`config.mk`:
```
export PLATFORM = sky130hd
export DESIGN_NAME = spi_bram_wr_arb
export DESIGN_NICKNAME = d
export VERILOG_FILES = /design/src/rtl/spi_bram_pkg.sv /design/src/rtl/spi_bram_wr_arb_rr_arb2.sv /design/src/rtl/spi_bram_wr_arb.sv
export SDC_FILE = /design/constraint.sdc
export NUM_CORES = 1
export LEC_CHECK = 0
export ABC_AREA = 1
export BUFFER_PORTS_ARGS = -buffer_cell sky130_fd_sc_hd__buf_2
export CORE_UTILIZATION = 42
export CTS_BUF_LIST = sky130_fd_sc_hd__clkbuf_16
export DETAILED_ROUTE_END_ITERATION = 7
export GPL_ROUTABILITY_DRIVEN = 0
export PLACE_DENSITY = 0.7
export SLEW_MARGIN = 20
export SYNTH_ARGS = -nofsm -noshare
export SYNTH_HDL_FRONTEND = slang
export SYNTH_HIERARCHICAL = 1
export SYNTH_SLANG_ARGS = --single-unit
```
`constraint.sdc`:
```
create_clock -name clka0 -period 5.1 [get_ports clka0]
set_clock_uncertainty 0.15 [all_clocks]
set_input_delay 0 -clock clka0 [delete_from_list [all_inputs] [get_ports clka0]]
set_output_delay 0 -clock clka0 [all_outputs]
set_load 0.02 [all_outputs]
```
`src/rtl/spi_bram_pkg.sv`:
```
// Shared definitions for the SPI output block RAM write side.
package spi_bram_pkg;

   localparam int DEF_AW    = 11;
   localparam int DEF_DW    = 8;
   localparam int DEF_DEPTH = 1 << DEF_AW;

   typedef enum logic {
      ST_IDLE = 1'b0,
      ST_BUSY = 1'b1
   } wr_state_t;

endpackage

```
`src/rtl/spi_bram_wr_arb_rr_arb2.sv`:
```
// Two-way round-robin picker: the requester not served last wins a tie.
module rr_arb2 (
   input  logic       clka0,
   input  logic       rstn,
   input  logic [1:0] req,
   input  logic       done,
   input  logic [1:0] done_gnt,
   output logic [1:0] gnt
);

   // Resets as if req1 was served last so req0 wins the first tie.
   logic last1;

   always_ff @(posedge clka0 or negedge rstn) begin
      if (!rstn) begin
         last1 <= 1'b1;
      end else if (done) begin
         last1 <= done_gnt[1];
      end
   end

   always_comb begin
      gnt = req;
      if (req == 2'b11) begin
         gnt = last1 ? 2'b01 : 2'b10;
      end
   end

endmodule

```
`src/rtl/spi_bram_wr_arb.sv`:
```
// SPI output BRAM write-port arbiter: packet-granular round-robin, write
// pointer with wrap, back-pressure against rd_ptr and a whole-packet commit pointer.
//
// state   | meaning
// --------+-----------------------------------------------------------
// ST_IDLE | no owner; picks the next packet owner when any valid is high
// ST_BUSY | grant holds the owner; bytes accepted until its last byte
module spi_bram_wr_arb
   import spi_bram_pkg::*;
#(
   parameter int AW = DEF_AW,
   parameter int DW = DEF_DW
) (
   input  logic          clka0,
   input  logic          rstn,
   input  logic          req0_valid,
   input  logic [DW-1:0] req0_data,
   input  logic          req0_last,
   output logic          req0_ready,
   input  logic          req1_valid,
   input  logic [DW-1:0] req1_data,
   input  logic          req1_last,
   output logic          req1_ready,
   input  logic [AW:0]   rd_ptr,
   output logic          wen0,
   output logic [DW-1:0] wdata0,
   output logic [AW-1:0] waddr0,
   output logic [AW:0]   commit_ptr,
   output logic [AW:0]   level,
   output logic          full,
   output logic [1:0]    grant
);

   localparam logic [AW:0] DEPTH_PTR = {1'b1, {AW{1'b0}}};

   wr_state_t     state, state_nxt;
   logic [1:0]    grant_nxt;
   logic [1:0]    pick;
   logic [AW:0]   wr_ptr, wr_ptr_nxt, lvl_nxt;
   logic          acc0, acc1, acc, acc_last;
   logic [DW-1:0] acc_data;
   logic          commit_pend;

   assign req0_ready = (state == ST_BUSY) && grant[0] && !full;
   assign req1_ready = (state == ST_BUSY) && grant[1] && !full;
   assign acc0       = req0_valid && req0_ready;
   assign acc1       = req1_valid && req1_ready;
   assign acc        = acc0 || acc1;
   assign acc_data   = acc1 ? req1_data : req0_data;
   assign acc_last   = acc && (acc1 ? req1_last : req0_last);
   assign wr_ptr_nxt = wr_ptr + {{AW{1'b0}}, acc};
   // full/level look at the post-write pointer so a 2048th byte blocks the next one
   assign lvl_nxt    = wr_ptr_nxt - rd_ptr;

   rr_arb2 u_rr_arb2 (
      .clka0    (clka0),
      .rstn     (rstn),
      .req      ({req1_valid, req0_valid}),
      .done     (acc_last),
      .done_gnt (grant),
      .gnt      (pick)
   );

   always_comb begin
      state_nxt = state;
      grant_nxt = grant;
      case (state)
         ST_IDLE: begin
            if (|pick) begin
               grant_nxt = pick;
               state_nxt = ST_BUSY;
            end
         end
         ST_BUSY: begin
            if (acc_last) begin
               grant_nxt = 2'b00;
               state_nxt = ST_IDLE;
            end
         end
         default: begin
            grant_nxt = 2'b00;
            state_nxt = ST_IDLE;
         end
      endcase
   end

   always_ff @(posedge clka0 or negedge rstn) begin
      if (!rstn) begin
         state  <= ST_IDLE;
         grant  <= 2'b00;
         wr_ptr <= '0;
      end else begin
         state  <= state_nxt;
         grant  <= grant_nxt;
         wr_ptr <= wr_ptr_nxt;
      end
   end

   always_ff @(posedge clka0 or negedge rstn) begin
      if (!rstn) begin
         wen0        <= 1'b0;
         wdata0      <= '0;
         waddr0      <= '0;
         commit_pend <= 1'b0;
         commit_ptr  <= '0;
         level       <= '0;
         full        <= 1'b0;
      end else begin
         wen0        <= acc;
         if (acc) begin
            wdata0 <= acc_data;
            waddr0 <= wr_ptr[AW-1:0];
         end
         commit_pend <= acc_last;
         if (commit_pend) begin
            commit_ptr <= wr_ptr;
         end
         level       <= lvl_nxt;
         full        <= (lvl_nxt == DEPTH_PTR);
      end
   end

endmodule
```
# Word-level counts from Yosys, hierarchy flattened
# Cells that the tools add are included.
[totals] mem_bits_ro=0 reg_bits=62 latchBits=0 in_bits=34 elab_cells=39 out_inout_bits=49 mem_bits_rw=0 mem_count=0
[classes] eq_ne=4 mul=0 n_mux=10 n_reduce_logical=11 shifts=0 n_div=0 n_lt_le_gt_ge=0 add_sub_neg=2 bitwise=1
[op_table] cell="adder 12 x 1 -> 12 bit" count=1
[op_table] cell="== test 12 bit (second input constant)" count=1
[op_table] cell="subtractor 12 bit" count=1
[op_table] cell="two-way mux 2 bit" count=4
[op_table] cell="two-way mux 8 bit" count=1
[op_table] cell="logical AND 1 bit" count=7
[op_table] cell="case mux 2 bit (2 select lines)" count=1
[op_table] cell="two-way mux 1 bit" count=3
[op_table] cell="== test 2 bit (second input constant)" count=1
[op_table] cell="!= test 2 x 1 -> 1 bit (second input constant)" count=1
[op_table] cell="!= test 2 bit (second input constant)" count=1
[op_table] cell="case mux 1 bit (2 select lines)" count=1
[op_table] cell="AND reduction 2 bit" count=1
[op_table] cell="OR reduction 2 bit" count=1
[op_table] cell="logical NOT 1 bit" count=1
[op_table] cell="logical OR 1 bit" count=1
[op_table] cell="inverter 1 bit" count=1

# Longest topological paths before layout
[depth] word_depth=7 depth_mapped=24 mapped_depth_nobuf=23

# Modules after synthesis
# Netlist, hierarchy kept.
[modules_own_cells] module="spi_bram_wr_arb" cells_per_inst=346 instances=1 seq_area_each_um2=1526.5 area_per_inst_um2=3076.7
[modules_own_cells] module="rr_arb2" cells_per_inst=10 instances=1 seq_area_each_um2=26.3 area_per_inst_um2=62.6

# Worst setup path after synthesis
# No wires, ideal clock.
[synth_path] path_kind="register to register" startpoint="register full" endpoint="register full" t_required_ns=4.879 synth_period_minus_slack_ns=3.788 n_path_buf=1 stages_incl_launch_ff=22 arrival_time_ns=3.566 slack_ns=1.312 path_cell_list="dfrtp_1 -> nor3_1 -> nand2_1 -> nand2_4 -> buf_2 -> ha_1 -> ha_1 -> nand2_1 -> nor2_1 -> a31oi_1 -> or2_2 -> inv_1 -> ha_1 -> a21oi_1 -> nand2_1 -> nand2_1 -> nand2_1 -> nor2_1 -> nand3_1 -> nand2_1 -> nand2_1 -> nor2_1"
[synth_between] elab_chain_len=7
[synth_rtl] item="start, declared" line_no="spi_bram_wr_arb.sv:30" rtl="output logic full,"
[synth_rtl] item="start signal, assigned" line_no="spi_bram_wr_arb.sv:119" rtl="full <= (lvl_nxt == DEPTH_PTR);"
[synth_rtl] item="logical NOT 1 bit" line_no="spi_bram_wr_arb.sv:44" rtl="assign req0_ready = (state == ST_BUSY) && grant[0] && !full;"
[synth_rtl] item="logical AND 1 bit" line_no="spi_bram_wr_arb.sv:44"
[synth_rtl] item="named net req0_ready" line_no="spi_bram_wr_arb.sv:19" rtl="output logic req0_ready,"
[synth_rtl] item="logical AND 1 bit" line_no="spi_bram_wr_arb.sv:46" rtl="assign acc0 = req0_valid && req0_ready;"
[synth_rtl] item="logical OR 1 bit" line_no="spi_bram_wr_arb.sv:48" rtl="assign acc = acc0 || acc1;"
[synth_rtl] item="named net acc" line_no="spi_bram_wr_arb.sv:40" rtl="logic acc0, acc1, acc, acc_last;"
[synth_rtl] item="adder 12 x 1 -> 12 bit" line_no="spi_bram_wr_arb.sv:51" rtl="assign wr_ptr_nxt = wr_ptr + {{AW{1'b0}}, acc};"
[synth_rtl] item="named net wr_ptr_nxt[6]" line_no="spi_bram_wr_arb.sv:39" rtl="logic [AW:0] wr_ptr, wr_ptr_nxt, lvl_nxt;"
[synth_rtl] item="subtractor 12 bit" line_no="spi_bram_wr_arb.sv:53" rtl="assign lvl_nxt = wr_ptr_nxt - rd_ptr;"
[synth_rtl] item="named net lvl_nxt[11]" line_no="spi_bram_wr_arb.sv:39"
[synth_rtl] item="== test 12 bit" line_no="spi_bram_wr_arb.sv:119"
# The timed path passes the listed nets, and every way through them passes these cells.
# A chain may end at the register's enable or synchronous reset.

# Worst setup path in the final report
[layout_path] startpoint="register full" endpoint="register full"
[layout_between] elab_chain_len=7
[layout_rtl] item="logical NOT 1 bit (*)" line_no="spi_bram_wr_arb.sv:44, spi_bram_wr_arb.sv:45"
[layout_rtl] item="logical AND 1 bit (on tied branches)" line_no="spi_bram_wr_arb.sv:44, spi_bram_wr_arb.sv:45"
[layout_rtl] item="logical AND 1 bit (on tied branches)" line_no="spi_bram_wr_arb.sv:46, spi_bram_wr_arb.sv:47"
[layout_rtl] item="logical OR 1 bit (*)" line_no="spi_bram_wr_arb.sv:48"
[layout_rtl] item="adder 12 x 1 -> 12 bit (*)" line_no="spi_bram_wr_arb.sv:51"
[layout_rtl] item="named net wr_ptr_nxt[8]" line_no="spi_bram_wr_arb.sv:39"
[layout_rtl] item="subtractor 12 bit (*)" line_no="spi_bram_wr_arb.sv:53"
[layout_rtl] item="named net lvl_nxt[11]" line_no="spi_bram_wr_arb.sv:39"
[layout_rtl] item="== test 12 bit (*)" line_no="spi_bram_wr_arb.sv:119"
# The timed path passes the listed nets; every way through them passes the cells marked *.

==> reports/results.tsv <==
stage	metric	value	unit
setup_path	critPathKind	flip-flop to flip-flop	
power	p_clk_share	22.7	%
setup_path	cp_top_family	simple AND/OR/NAND/NOR gates	
worst_hold_path	holdCritPathClass	input port to flip-flop	
clock_tree	cts_buffer_depth	2	
drt	first_iter_violations	115	
sta	finalHoldViolations	0	
floorplan	io_pins	83	
setup_path	start_kind	flip-flop	
floorplan	core	0.00725	mm²
place	dp_cells	531	
cells_and_area	final_cells	573	
cells_and_area	nFillCells	645	
floorplan	rows	31	
setup_path	path_buf_inv	0	
clock_tree	post-cts-setup-buffer-count	0	
place	port_buffers	82	
power	finalPower	2.21	mW
drt	wl	6900	µm
drt	dr.pass1.iters	4	
synthesis	synth.area.mux_share	6.46	%
synthesis	synth-compound-area-share	5.02	%
power	p_comb_share	44.0	%
synthesis	syn_area	0.00314	mm²
grt	grt_usage	18.9	%
clock_tree	clock_latency	320	ps
drt	highest_layer	met4	
synthesis	synth_seq_cells	62	
power	ir_worst_vdd	0.263	mV
synthesis	yosys.area_share.adder	5.82	%
clock_tree	cts_root_buf	clkbuf_16	
floorplan	initial_core_util	43.3	%
floorplan	die-area	0.00782	mm²
clock_tree	clkTransAtPathRegs	50	ps
cells_and_area	area_growth	32.3	%
place	hpwlAfterDp	4980	µm
sta	setup_violations	0	
setup_path	path_max_fanout	32	
sta	hold-worst-slack	11.4	ps
synthesis	ys_seq_area_share	49.5	%
clock_tree	holdBufCountCts	27	
grt	grt_pass1_vias	2630	
setup_path	slowest_stage	nor3_4	
setup_path	crit_arrival	4070	ps
clock_tree	cts.repair.resized	0	
synthesis	syn-num-nets	404	
floorplan	die_h	88.5	µm
cells_and_area	mostFrequentLayoutCells	83 x nand2_1, 82 x buf_2, 61 x dfrtp_1, 58 x inv_1, 33 x nor2_1	
floorplan	die_w	88.5	µm
sta	fmax	0.251	GHz
synthesis	yosysUniqueCellTypes	32	
drt	routed-wl-met3	515	µm
synthesis	synth_top_family_by_area	simple AND/OR/NAND/NOR gates	
drt	wl_met1	3020	µm
clock_tree	htreeDepth	3	
drt	ant_nets	0	
place	placed_cell_area	0.00363	mm²
sta	rsz0062_at_grt	no	
power	p_per_area	532	mW/mm²
cells_and_area	n_antenna_cell	0	
cells_and_area	stdcell_area	0.00415	mm²
synthesis	synth_cells	356	
power	p_sw_share	39.2	%
power	netSwitchingPower	865	µW
power	p_seq_share	33.3	%
grt	grt_pass1_wl	11200	µm
sta	worst_pin_slew	767	ps
cells_and_area	multi_input_area	0.00133	mm²
grt	grt_remaining_overflow	0	
drt	wire_per_inst	12.0	µm
power	intPower	1.34	mW
setup_path	max_stage_delay	430	ps
drt	vias	2726	
clock_tree	numCtsBuffers	9	
clock_tree	cts.sinks	62	
clock_tree	cts_tree	done	
setup_path	endpoint_kind	flip-flop	
sta	final_max_slew_viol_count	0	
synthesis	synthSimpleGateAreaFrac	23.1	%
drt	drc_errors	0	
synthesis	synthXorXnorAreaFrac	1.95	%
run_status	status	finished clean	
cells_and_area	drive_above_1_share	24.3	%
synthesis	yosys_warnings	6	
setup_path	crit_path_frequent_cell	nand2_1	
sta	min_period	3990	ps
sta	post-route-period-util	78.2	%
sta	slew_headroom	48.9	%
drt	vias_per_cell	4.76	
sta	tns	0	ps
cells_and_area	mostFrequentLayoutCell	nand2_1	
cells_and_area	nets	518	
grt	grt_max_degree	63	
setup_path	required	5190	ps
synthesis	avgSynthCellArea	8.82	µm²
job	cap_violations	0	
drt	wl_met2	3260	µm
cells_and_area	seq_area	0.00155	mm²
grt	antenna_found_initial	0	
setup_path	cp_cell_sequence	nor3_4, nand2_4, nand2_4, ha_1, ha_1, nand2_1, nor3_1, nand2_1, xnor2_1, ha_1, nand2_1, nand2_1, a21oi_1, nand2_1, nor2_1, nand3_1, nand2_1, nand2_1, nor2_1	
power	p_leak	2.27	nW
==> metrics by stage <==
stage	setup slack (ps)	utilization [%]
after detailed placement	1100	50.1
final	1110	57.3
after floorplan	1310	-
after CTS	1090	57.3
after global routing	660	57.3
after global placement	1250	50.1
==> cell type report <==
class | count | area share [%]
clock buffers | 9 | 5.42
flip-flops and latches | 62 | 37.4
inverters | 56 | 5.06
multi-input cells | 231 | 32.0
well taps | 99 | 2.98
repair buffers | 110 | 16.6
clock inverters | 6 | 0.572
==> cells by family (layout without fill, tap and decap cells) <==
group,count (synthesis),after routing
buffers and inverters,63,181
AND/OR/NAND/NOR,164,164
flip-flops,62,62
XOR/XNOR,7,7
multiplexers,18,18
AO/OA/AOI/OAI,28,28
adder cells (fa/ha/maj),14,14
==> final timing paths <==
path                            startpoint         endpoint  slack, ps  cells after the start
min reg2reg                u_rr_arb2/last1  u_rr_arb2/last1        330                      2
min in group asynchronous             rstn        wdata0[2]        220                      3
min                              req0_last         grant[0]         10                      6
max reg2reg                           full             full       1110                     19
max in group asynchronous             rstn         level[2]       4080                      3
max                                   full             full       1110                     19
==> power groups by stage <==
stage / logic [mW] / registers, mW / clock network, mW
6_report: 0.972 / 0.736 / 0.501
5_1_grt: 1.08 / 0.755 / 0.537
4_1_cts: 0.969 / 0.738 / 0.515
3_5_place_dp: 0.876 / 0.744 / 0
3_3_place_gp: 0.861 / 0.743 / 0
2_1_floorplan: 0.499 / 0.874 / 0
==> per-layer routing <==
layer / global-route usage (%) / vias to the layer above
met2: 31.6 / 95
met5: 0 / -
met4: 8.94 / 0
li1: - / 1368
met3: 4.38 / 10
met1: 23.2 / 1253
==> synth_stat cells <==
master / count / share of area [%]
a21o_1: 1 / 0.24
a21oi_1: 10 / 1.6
a31oi_1: 9 / 1.8
buf_2: 2 / 0.32
buf_4: 1 / 0.24
buf_6: 2 / 0.72
clkbuf_1: 2 / 0.24
dfrtp_1: 61 / 49
dfstp_2: 1 / 0.84
fa_1: 1 / 0.64
ha_1: 13 / 5.2
inv_1: 55 / 6.6
inv_2: 1 / 0.12
mux2_1: 9 / 3.2
mux2_2: 9 / 3.2
nand2_1: 83 / 9.9
nand2_2: 2 / 0.40
nand2_4: 2 / 0.72
nand3_1: 28 / 4.5
nand3b_1: 2 / 0.48
nand4_1: 5 / 1.0
nor2_1: 33 / 3.9
nor2_2: 2 / 0.40
nor2_4: 1 / 0.36
nor3_1: 3 / 0.48
nor3_4: 1 / 0.52
o21ai_0: 4 / 0.64
o21ai_1: 3 / 0.48
o21ai_2: 1 / 0.28
or2_2: 2 / 0.40
xnor2_1: 4 / 1.1
xor2_1: 3 / 0.84
==> registers in the layout (all words and copies together), names as in the netlist <==
register         count
state                1
commit_ptr          12
wdata0               8
waddr0              11
grant                2
level               12
u_rr_arb2/last1      1
full                 1
wen0                 1
commit_pend          1
wr_ptr              12
==> worst min-delay path, stage by stage <==
cell and delay [ps]:
buf_2 80, inv_1 40, nand2_2 60, nand2_2 60, o21ai_2 130, o21ai_1 60
(Power assumes the default switching activity.)
